$ cat src/rtl/uart_rx.sv
// 8N1 UART receiver with a selectable divisor table, an input synchronizer and
// single-cycle Rx_Done / Rx_Error pulses. Async active-low reset on rst.
module uart_rx #(
  parameter int unsigned SYNC_STAGES = 2
) (
  input  logic       clk,
  input  logic       rst,
  input  logic [2:0] baud_rate_select,
  input  logic       Rx_Serial,
  output logic [7:0] Rx_Byte,
  output logic       Rx_Done,
  output logic       Rx_Error,
  output logic       Rx_Active
);

  typedef enum logic [2:0] {
    IDLE    = 3'd0,
    START   = 3'd1,
    DATA    = 3'd2,
    STOP    = 3'd3,
    CLEANUP = 3'd4
  } state_t;

  state_t                 state, state_n;
  logic [SYNC_STAGES-1:0] sync_q;
  logic                   rx_sync;
  logic                   rx_prev;
  logic                   start_det;

  logic [10:0] div, div_n;
  logic [10:0] sel_div;
  logic [10:0] div_m1;
  logic [10:0] half_m1;
  logic [10:0] clk_count, clk_count_n;
  logic [2:0]  bit_index, bit_index_n;
  logic [7:0]  shift, shift_n;
  logic [7:0]  rx_byte_q, rx_byte_n;
  logic        done_q, done_n;
  logic        err_q, err_n;

  // Synchronizer and edge-detect flops idle high so reset never looks like a start.
  always_ff @(posedge clk or negedge rst) begin
    if (!rst) begin
      sync_q  <= '1;
      rx_prev <= 1'b1;
    end else begin
      sync_q  <= {sync_q[SYNC_STAGES-2:0], Rx_Serial};
      rx_prev <= rx_sync;
    end
  end

  assign rx_sync   = sync_q[SYNC_STAGES-1];
  assign start_det = rx_prev & ~rx_sync;

  always_comb begin
    sel_div = 11'd1042;
    case (baud_rate_select)
      3'b000:  sel_div = 11'd1042;
      3'b001:  sel_div = 11'd695;
      3'b010:  sel_div = 11'd521;
      3'b011:  sel_div = 11'd261;
      3'b100:  sel_div = 11'd174;
      3'b101:  sel_div = 11'd87;
      3'b110:  sel_div = 11'd79;
      3'b111:  sel_div = 11'd39;
      default: sel_div = 11'd1042;
    endcase
  end

  assign div_m1  = div - 11'd1;
  assign half_m1 = (div >> 1) - 11'd1;

  always_ff @(posedge clk or negedge rst) begin
    if (!rst) begin
      state     <= IDLE;
      div       <= 11'd1042;
      clk_count <= '0;
      bit_index <= '0;
      shift     <= '0;
      rx_byte_q <= '0;
      done_q    <= 1'b0;
      err_q     <= 1'b0;
    end else begin
      state     <= state_n;
      div       <= div_n;
      clk_count <= clk_count_n;
      bit_index <= bit_index_n;
      shift     <= shift_n;
      rx_byte_q <= rx_byte_n;
      done_q    <= done_n;
      err_q     <= err_n;
    end
  end

  always_comb begin
    state_n     = state;
    div_n       = div;
    clk_count_n = clk_count;
    bit_index_n = bit_index;
    shift_n     = shift;
    rx_byte_n   = rx_byte_q;
    done_n      = 1'b0;
    err_n       = 1'b0;
    case (state)
      IDLE: begin
        clk_count_n = '0;
        bit_index_n = '0;
        if (start_det) begin
          state_n = START;
          div_n   = sel_div;
        end
      end
      START: begin
        if (clk_count >= half_m1) begin
          clk_count_n = '0;
          state_n     = rx_sync ? IDLE : DATA;
        end else begin
          clk_count_n = clk_count + 11'd1;
        end
      end
      DATA: begin
        if (clk_count >= div_m1) begin
          clk_count_n        = '0;
          shift_n[bit_index] = rx_sync;
          if (bit_index == 3'd7) begin
            bit_index_n = '0;
            state_n     = STOP;
          end else begin
            bit_index_n = bit_index + 3'd1;
          end
        end else begin
          clk_count_n = clk_count + 11'd1;
        end
      end
      STOP: begin
        if (clk_count >= div_m1) begin
          clk_count_n = '0;
          state_n     = CLEANUP;
          if (rx_sync) begin
            rx_byte_n = shift;
            done_n    = 1'b1;
          end else begin
            err_n = 1'b1;
          end
        end else begin
          clk_count_n = clk_count + 11'd1;
        end
      end
      CLEANUP: begin
        clk_count_n = '0;
        bit_index_n = '0;
        // An edge seen in this cycle would be lost by the IDLE hop, so take it here.
        if (start_det) begin
          state_n = START;
          div_n   = sel_div;
        end else begin
          state_n = IDLE;
        end
      end
      default: begin
        state_n     = IDLE;
        clk_count_n = '0;
        bit_index_n = '0;
      end
    endcase
  end

  assign Rx_Byte   = rx_byte_q;
  assign Rx_Done   = done_q;
  assign Rx_Error  = err_q;
  assign Rx_Active = (state == START) || (state == DATA) || (state == STOP);

endmodule

$ cat config.mk
export PLATFORM = sky130hd
export DESIGN_NAME = uart_rx
export DESIGN_NICKNAME = d
export VERILOG_FILES = /design/src/rtl/uart_rx.sv
export SDC_FILE = /design/constraint.sdc
export NUM_CORES = 1
export LEC_CHECK = 0
export BUFFER_PORTS_ARGS = -buffer_cell sky130_fd_sc_hd__buf_4
export CAP_MARGIN = 20
export CELL_PAD_IN_SITES_DETAIL_PLACEMENT = 0
export CELL_PAD_IN_SITES_GLOBAL_PLACEMENT = 1
export CORE_MARGIN = 1.5
export CORE_UTILIZATION = 48
export DETAILED_ROUTE_END_ITERATION = 10
export GPL_TIMING_DRIVEN = 1
export PLACE_DENSITY = 0.9
export SKIP_LAST_GASP = 1
export SLEW_MARGIN = 20
export SYNTH_ARGS = -nofsm -noshare
export SYNTH_HDL_FRONTEND = slang
export SYNTH_SLANG_ARGS = --single-unit
$ cat constraint.sdc
create_clock -name clk -period 4.2 [get_ports clk]
set_clock_uncertainty 0.1 [all_clocks]
set_input_delay 0.21 -clock clk [delete_from_list [all_inputs] [get_ports clk]]
set_output_delay 0.21 -clock clk [all_outputs]
set_load 0.01 [all_outputs]
; Yosys cells after proc, flatten, opt, wreduce, memory -nomap -nowiden
; Memory sizes are Yosys's and may differ from the RTL's. A register that Yosys moved wholly into a read port is not among the register bits.
; Index checks and enable logic that the tools add are counted.
[op_classes]
n_mux = 23
n_addsub = 4
order_cmp = 4
bitwise_logic = 3
eq_ne = 10
reduce_logical = 13
[op_table]
columns = cell, count
row1 = 11-bit greater-or-equal comparator, 2
row2 = 11-bit two-way mux, 2
row3 = 11-bit case mux with 2 select lines, 1
row4 = 3-bit two-way mux, 7
row5 = 3-bit case mux with 5 select lines, 1
row6 = "11-bit by 1-bit adder with 11-bit output, second input constant", 1
row7 = "10-bit by 1-bit subtractor with 11-bit output, second input constant", 1
row8 = "11-bit by 1-bit subtractor with 11-bit output, second input constant", 1
row9 = "2-bit inequality test, second input constant", 5
row10 = 8-bit bitwise mux, 1
row11 = 1-bit two-way mux, 8
row12 = "3-bit by 2-bit equality test with 1-bit output, second input constant", 2
row13 = "3-bit equality test, second input constant", 2
row14 = 3-bit case mux with 2 select lines, 1
row15 = 2-bit AND reduction, 3
row16 = 2-bit OR reduction, 3
row17 = 5-bit AND reduction, 1
row18 = "3-bit by 4-bit less-than comparator with 1-bit output, second input constant", 1
row19 = "3-bit by 1-bit adder with 3-bit output, second input constant", 1
row20 = 1-bit demux with 3-bit select, 1
row21 = "3-bit by 1-bit equality test with 1-bit output, second input constant", 1
row22 = "3-bit by 1-bit greater-or-equal comparator with 1-bit output, second input constant", 1
row23 = 3-bit logical NOT, 1
row24 = 3-bit AND reduction, 1
row25 = other kinds (6), 8
[totals]
out_inout_bits = 11
input_bits = 6
rom_bits = 88
mem_count = 1
regBits = 38
[memory_table]
columns = memory, words, width, rd, rd_ports_with_merged_regs, wr, line_no
row1 = (name not given), 8, 11, 1, 1, 0, 57  ; case (baud_rate_select)

; Depth between registers and ports, before layout
[depth]
ltp_word = 5
mapped_depth = 16

; Worst setup path before layout
; No wires, ideal clock.
[synth_timing]
path_type = reg-to-reg
from = register div[1]
to = register shift[3]
arrival_ps = 3088
stages_incl_launch_ff = 16
required_ps = 3975
slack_ps = 887
path_buffers = 2
synth_period_minus_slack_ps = 3313
cell_sequence = dfstp_2 > inv_1 > ha_1 > nand2_1 > or2_2 > nor3_1 > nand2_1 > xor2_1 > ha_1 > and3_1 > o211ai_1 > and3_1 > buf_6 > buf_6 > nor4_2 > mux2_2
[synth_via]
elab_chain_len = 3
[synth_lines]
columns = item, line_no
row1 = start: declaration, 30  ; logic [10:0] div, div_n;
row2 = start signal: assignment, 85  ; div <= div_n;
row3 = 11-bit by 1-bit subtractor with 11-bit output, 70  ; assign div_m1 = div - 11'd1;
row4 = 11-bit greater-or-equal comparator, 122  ; if (clk_count >= div_m1) begin
row5 = 2-bit AND reduction (no line), n/a
row6 = end signal: assignment, 88  ; shift <= shift_n;
row7 = end: declaration, 36  ; logic [7:0] shift, shift_n;
; Every way passes these cells.
; A chain may end at the register's enable or synchronous reset.

; Worst setup path in the final report
[layout_timing]
from = register div[1]
to = register state[0]
[layout_via]
elab_chain_len = 4
word_cells_on_any_way = 8
classes_between = add/sub (2) / order compare (2) / eq/ne (3) / reduce/logical (1)
[layout_lines]
columns = item, line_no
row1 = 11-bit by 1-bit subtractor with 11-bit output or 10-bit by 1-bit subtractor with 11-bit output (tied branches), "70, 71"
row2 = "11-bit greater-or-equal comparator, on equally long branches", "122, 136, 114"
row3 = 2-bit inequality test (no line), n/a
row4 = 5-bit AND reduction (no line) *, n/a
row5 = end signal: assignment, 84  ; state <= state_n;
row6 = end: declaration, 24  ; state_t state, state_n;
; Every way passes the cells marked *; elsewhere a longest branch is shown, timed or not.

==> metrics.cfg <==
[power]
p_comb_share_pct = 33.2
net-switching-power_mw = 0.596
leakagePower_nw = 1.52
p_per_area_nw_per_um2 = 485
swShare_pct = 37.8
p_int_mw = 0.981
seq_power_share_pct = 45.4
ir_drop_v = 0.000323
clkPwrFrac_pct = 21.4
power_mw = 1.58

[global_route]
grt_usage_pct = 18.8
grt_max_degree = 50
grt.overflow.total = 0
grt_pass1_wl_um = 9410
antenna_found_initial = 0
grt_pass1_vias = 1983

[placed_design]
place_hpwl_um = 4340
portBuffers = 16
globalplace.congestion = 0.797
post-place-ws_ns = 0.447

[sta]
finalHoldViolations = 0
maxSlewViolCount = 0
setup_viol = 0
relSlewSlack_pct = 44.1
period_share_pct = 89.0
totalNegativeSetupSlack_ns = 0
period_minus_slack_ns = 3.74
tightest_slew_ns = 0.837
fmax_mhz = 267
setup_ws_ns = 0.460
rsz0062_at_grt = no

[setup_path]
cpMaxStageDelayCell = a21boi_1
crit_chain = inv_1 > ha_1 > nand2_1 > or2_2 > nor3_1 > nand2_1 > xor2_1 > ha_1 > and3_1 > o211ai_1 > and3_1 > a21boi_1 > o211ai_1
cp_max_fo = 14
cp-end-kind = register
arrival_ns = 3.80
path_buf_inv = 1
critical-path-top-delay-family = simple AND/OR/NAND/NOR gates
critPathKind = reg -> reg
critPathRequiredTime_ns = 4.26
slowest_delay_ns = 0.71
critPathLaunchType = register

[logic_synthesis]
yosys_warnings = 0
yosysTopAreaCell = dfrtp_1
ys_seq_area_share_pct = 41.7
synthCells = 301
synth_cell_types = 37
netlist_area_um2 = 2960
synth_seq_cells = 49
synth_top_area_share_pct = 36.4
synthesis.nets = 339
synth_area_leaders = dfrtp_1, ha_1, mux2_2
synth.avg_cell_area_um2 = 9.82

[clocking]
cts.path.max_buffers = 2
clk_latency_ns = 0.31
path_clk_slew_ns = 0.09
clock-root-buffer = clkbuf_8
cts_made_buffers = 5
h-tree-depth = 2
cts_tree = yes
numClockSinks = 49
cts_setup_buffers = 0

[job]
maxCapViolations = 0

[drt]
ant_nets = 0
drc_errors = 0
drt_iter0_drc = 106
dr.pass1.iters = 4
wl_met2_um = 2600
vias = 2137
drt_wl_total_um = 5630
wl_met3_um = 198
vias_per_cell = 5.48
wire_per_inst_um = 14.4
top_layer = met4
drt-met1-wl_um = 2740

[die]
die_x_um = 81.5
die-area_um2 = 6640
fp.coreArea_um2 = 5920
core.rowCount = 28
start_util_pct = 49.9
io_pins = 17
die_h_um = 81.5

[cells_and_area]
utilization_pct = 54.9
nets = 352
drive_gt1_share_pct = 16.5
diodes = 0
nFillCells = 539
area_growth_pct = 9.95

[status]
outcome = complete, no violations

[hold_path]
hp-class = in -> reg

==> metal layers <==
metal,up-vias,track usage [%]
met3,9,4.33
met5,-,0
met1,1006,26.8
met4,0,4.66
li1,1075,-
met2,47,28.7
==> metrics by stage <==
stage | instances | hold WS (ns) | area, um^2
after floorplan | 301 | -0.186 | 2960
after global placement | 380 | 0.156 | 3120
after detailed placement | 380 | 0.163 | 3120
after CTS | 390 | 0.0512 | 3250
after global routing | 390 | 0.0534 | 3250
final | 390 | 0.0599 | 3250
==> Yosys cell counts <==
library cell,instances
nand2_1,29
mux2_1,1
nor4b_1,1
o21ai_1,1
nor3_4,1
a2111oi_0,1
nor4_2,1
nand3_1,17
or3b_2,1
a21o_1,2
xor2_1,12
buf_2,4
nand3b_1,3
buf_6,2
and3_1,5
nor4_1,6
a211oi_1,1
o31ai_1,2
nand2b_1,2
nor3_1,9
a21boi_1,1
nor2b_1,7
o21ai_0,7
mux2i_1,1
clkbuf_1,7
inv_1,9
dfrtp_1,43
dfstp_2,6
xnor2_1,14
nor2_1,31
mux2_2,16
a31oi_1,4
or2_2,1
ha_1,32
a21oi_1,14
o211ai_1,2
nand4_1,5
==> cells in the final DEF (no fill, tap or decap), types with 2 or more instances in the layout <==
| cell | netlist | final |
|---|---|---|
| dfrtp_1 | 43 | 43 |
| ha_1 | 32 | 32 |
| nor2_1 | 31 | 31 |
| nand2_1 | 29 | 29 |
| nand3_1 | 17 | 17 |
| buf_4 | 0 | 17 |
| mux2_2 | 16 | 16 |
| xnor2_1 | 14 | 14 |
| a21oi_1 | 14 | 14 |
| xor2_1 | 12 | 12 |
| nor3_1 | 9 | 9 |
| inv_1 | 9 | 9 |
| nor2b_1 | 7 | 7 |
| o21ai_0 | 7 | 7 |
| nor4_1 | 6 | 6 |
| dfstp_2 | 6 | 6 |
| and3_1 | 5 | 5 |
| nand4_1 | 5 | 5 |
| clkbuf_8 | 0 | 5 |
| a31oi_1 | 4 | 4 |
| nand3b_1 | 3 | 3 |
| o211ai_1 | 2 | 2 |
| a21o_1 | 2 | 2 |
| nand2b_1 | 2 | 2 |
| o31ai_1 | 2 | 2 |
| dlygate4sd3_1 | 0 | 2 |
==> area by class of cell <==
cell class	count	area (um^2)	area share, %
Multi-Input combinational cell	230	1630	50.0
Sequential cell	49	1230	38.0
Timing Repair Buffer	19	148	4.54
Tap cell	75	93.8	2.89
Clock buffer	5	68.8	2.12
Clock inverter	3	46.3	1.42
Inverter	9	33.8	1.04
==> worst reg2reg max path: cells and delay by family, from the launching register on <==
kind                       cells  cell delay, ns
xor gates and xnor gates       1            0.16
adders and majority gates      2            0.51
buffers and inverters          1            0.13
and+or+nand+nor                6            1.33
DFF                            1            0.39
AOI/OAI and AO/OA              3            0.99
==> flip-flops by register name, indices dropped and copies added, names as in the netlist <==
register	cells
bit_index	3
shift	8
Rx_Error	1
sync_q	2
state	3
clk_count	11
Rx_Done	1
Rx_Byte	8
rx_prev	1
div	11
==> worst paths after layout <==
path / from / end / slack (ns) / cells past startpoint
min in group asynchronous: rst / Rx_Byte[2] / 0.36 / 2
hold reg to reg: sync_q[0] / sync_q[1] / 0.26 / 0
hold / removal: baud_rate_select[2] / div[9] / 0.06 / 2
max in group asynchronous: rst / shift[2] / 3.25 / 2
setup reg to reg: div[1] / state[0] / 0.46 / 13
setup / recovery: div[1] / state[0] / 0.46 / 13
==> power by group through the flow <==
stage	clock, mW	combinational [mW]	sequential (mW)
final	0.338	0.523	0.716
after global routing	0.372	0.608	0.732
after CTS	0.352	0.528	0.716
after detailed placement	0	0.524	0.723
after global placement	0	0.494	0.717
after floorplan	0	0.452	0.651
==> repair_timing <==
item / CTS / global route
hold buffers: 2 / 0
setup endpoints to repair: 0 / 0
gates resized for setup: 0 / 0
endpoints found under the hold margin: 44 / 0
==> kinds of logic (layout without fill, tap and decap cells) <==
family	after synthesis	count (layout)	share of synthesized area (%)
mux	18	18	6.81
compound gates	35	35	6.90
simple gates	119	119	19.8
fa+ha+maj	32	32	13.5
xor+xnor	26	26	7.70
buf+inv	22	36	3.47
flops	49	49	41.7
Power figures use the tool's default switching activity.
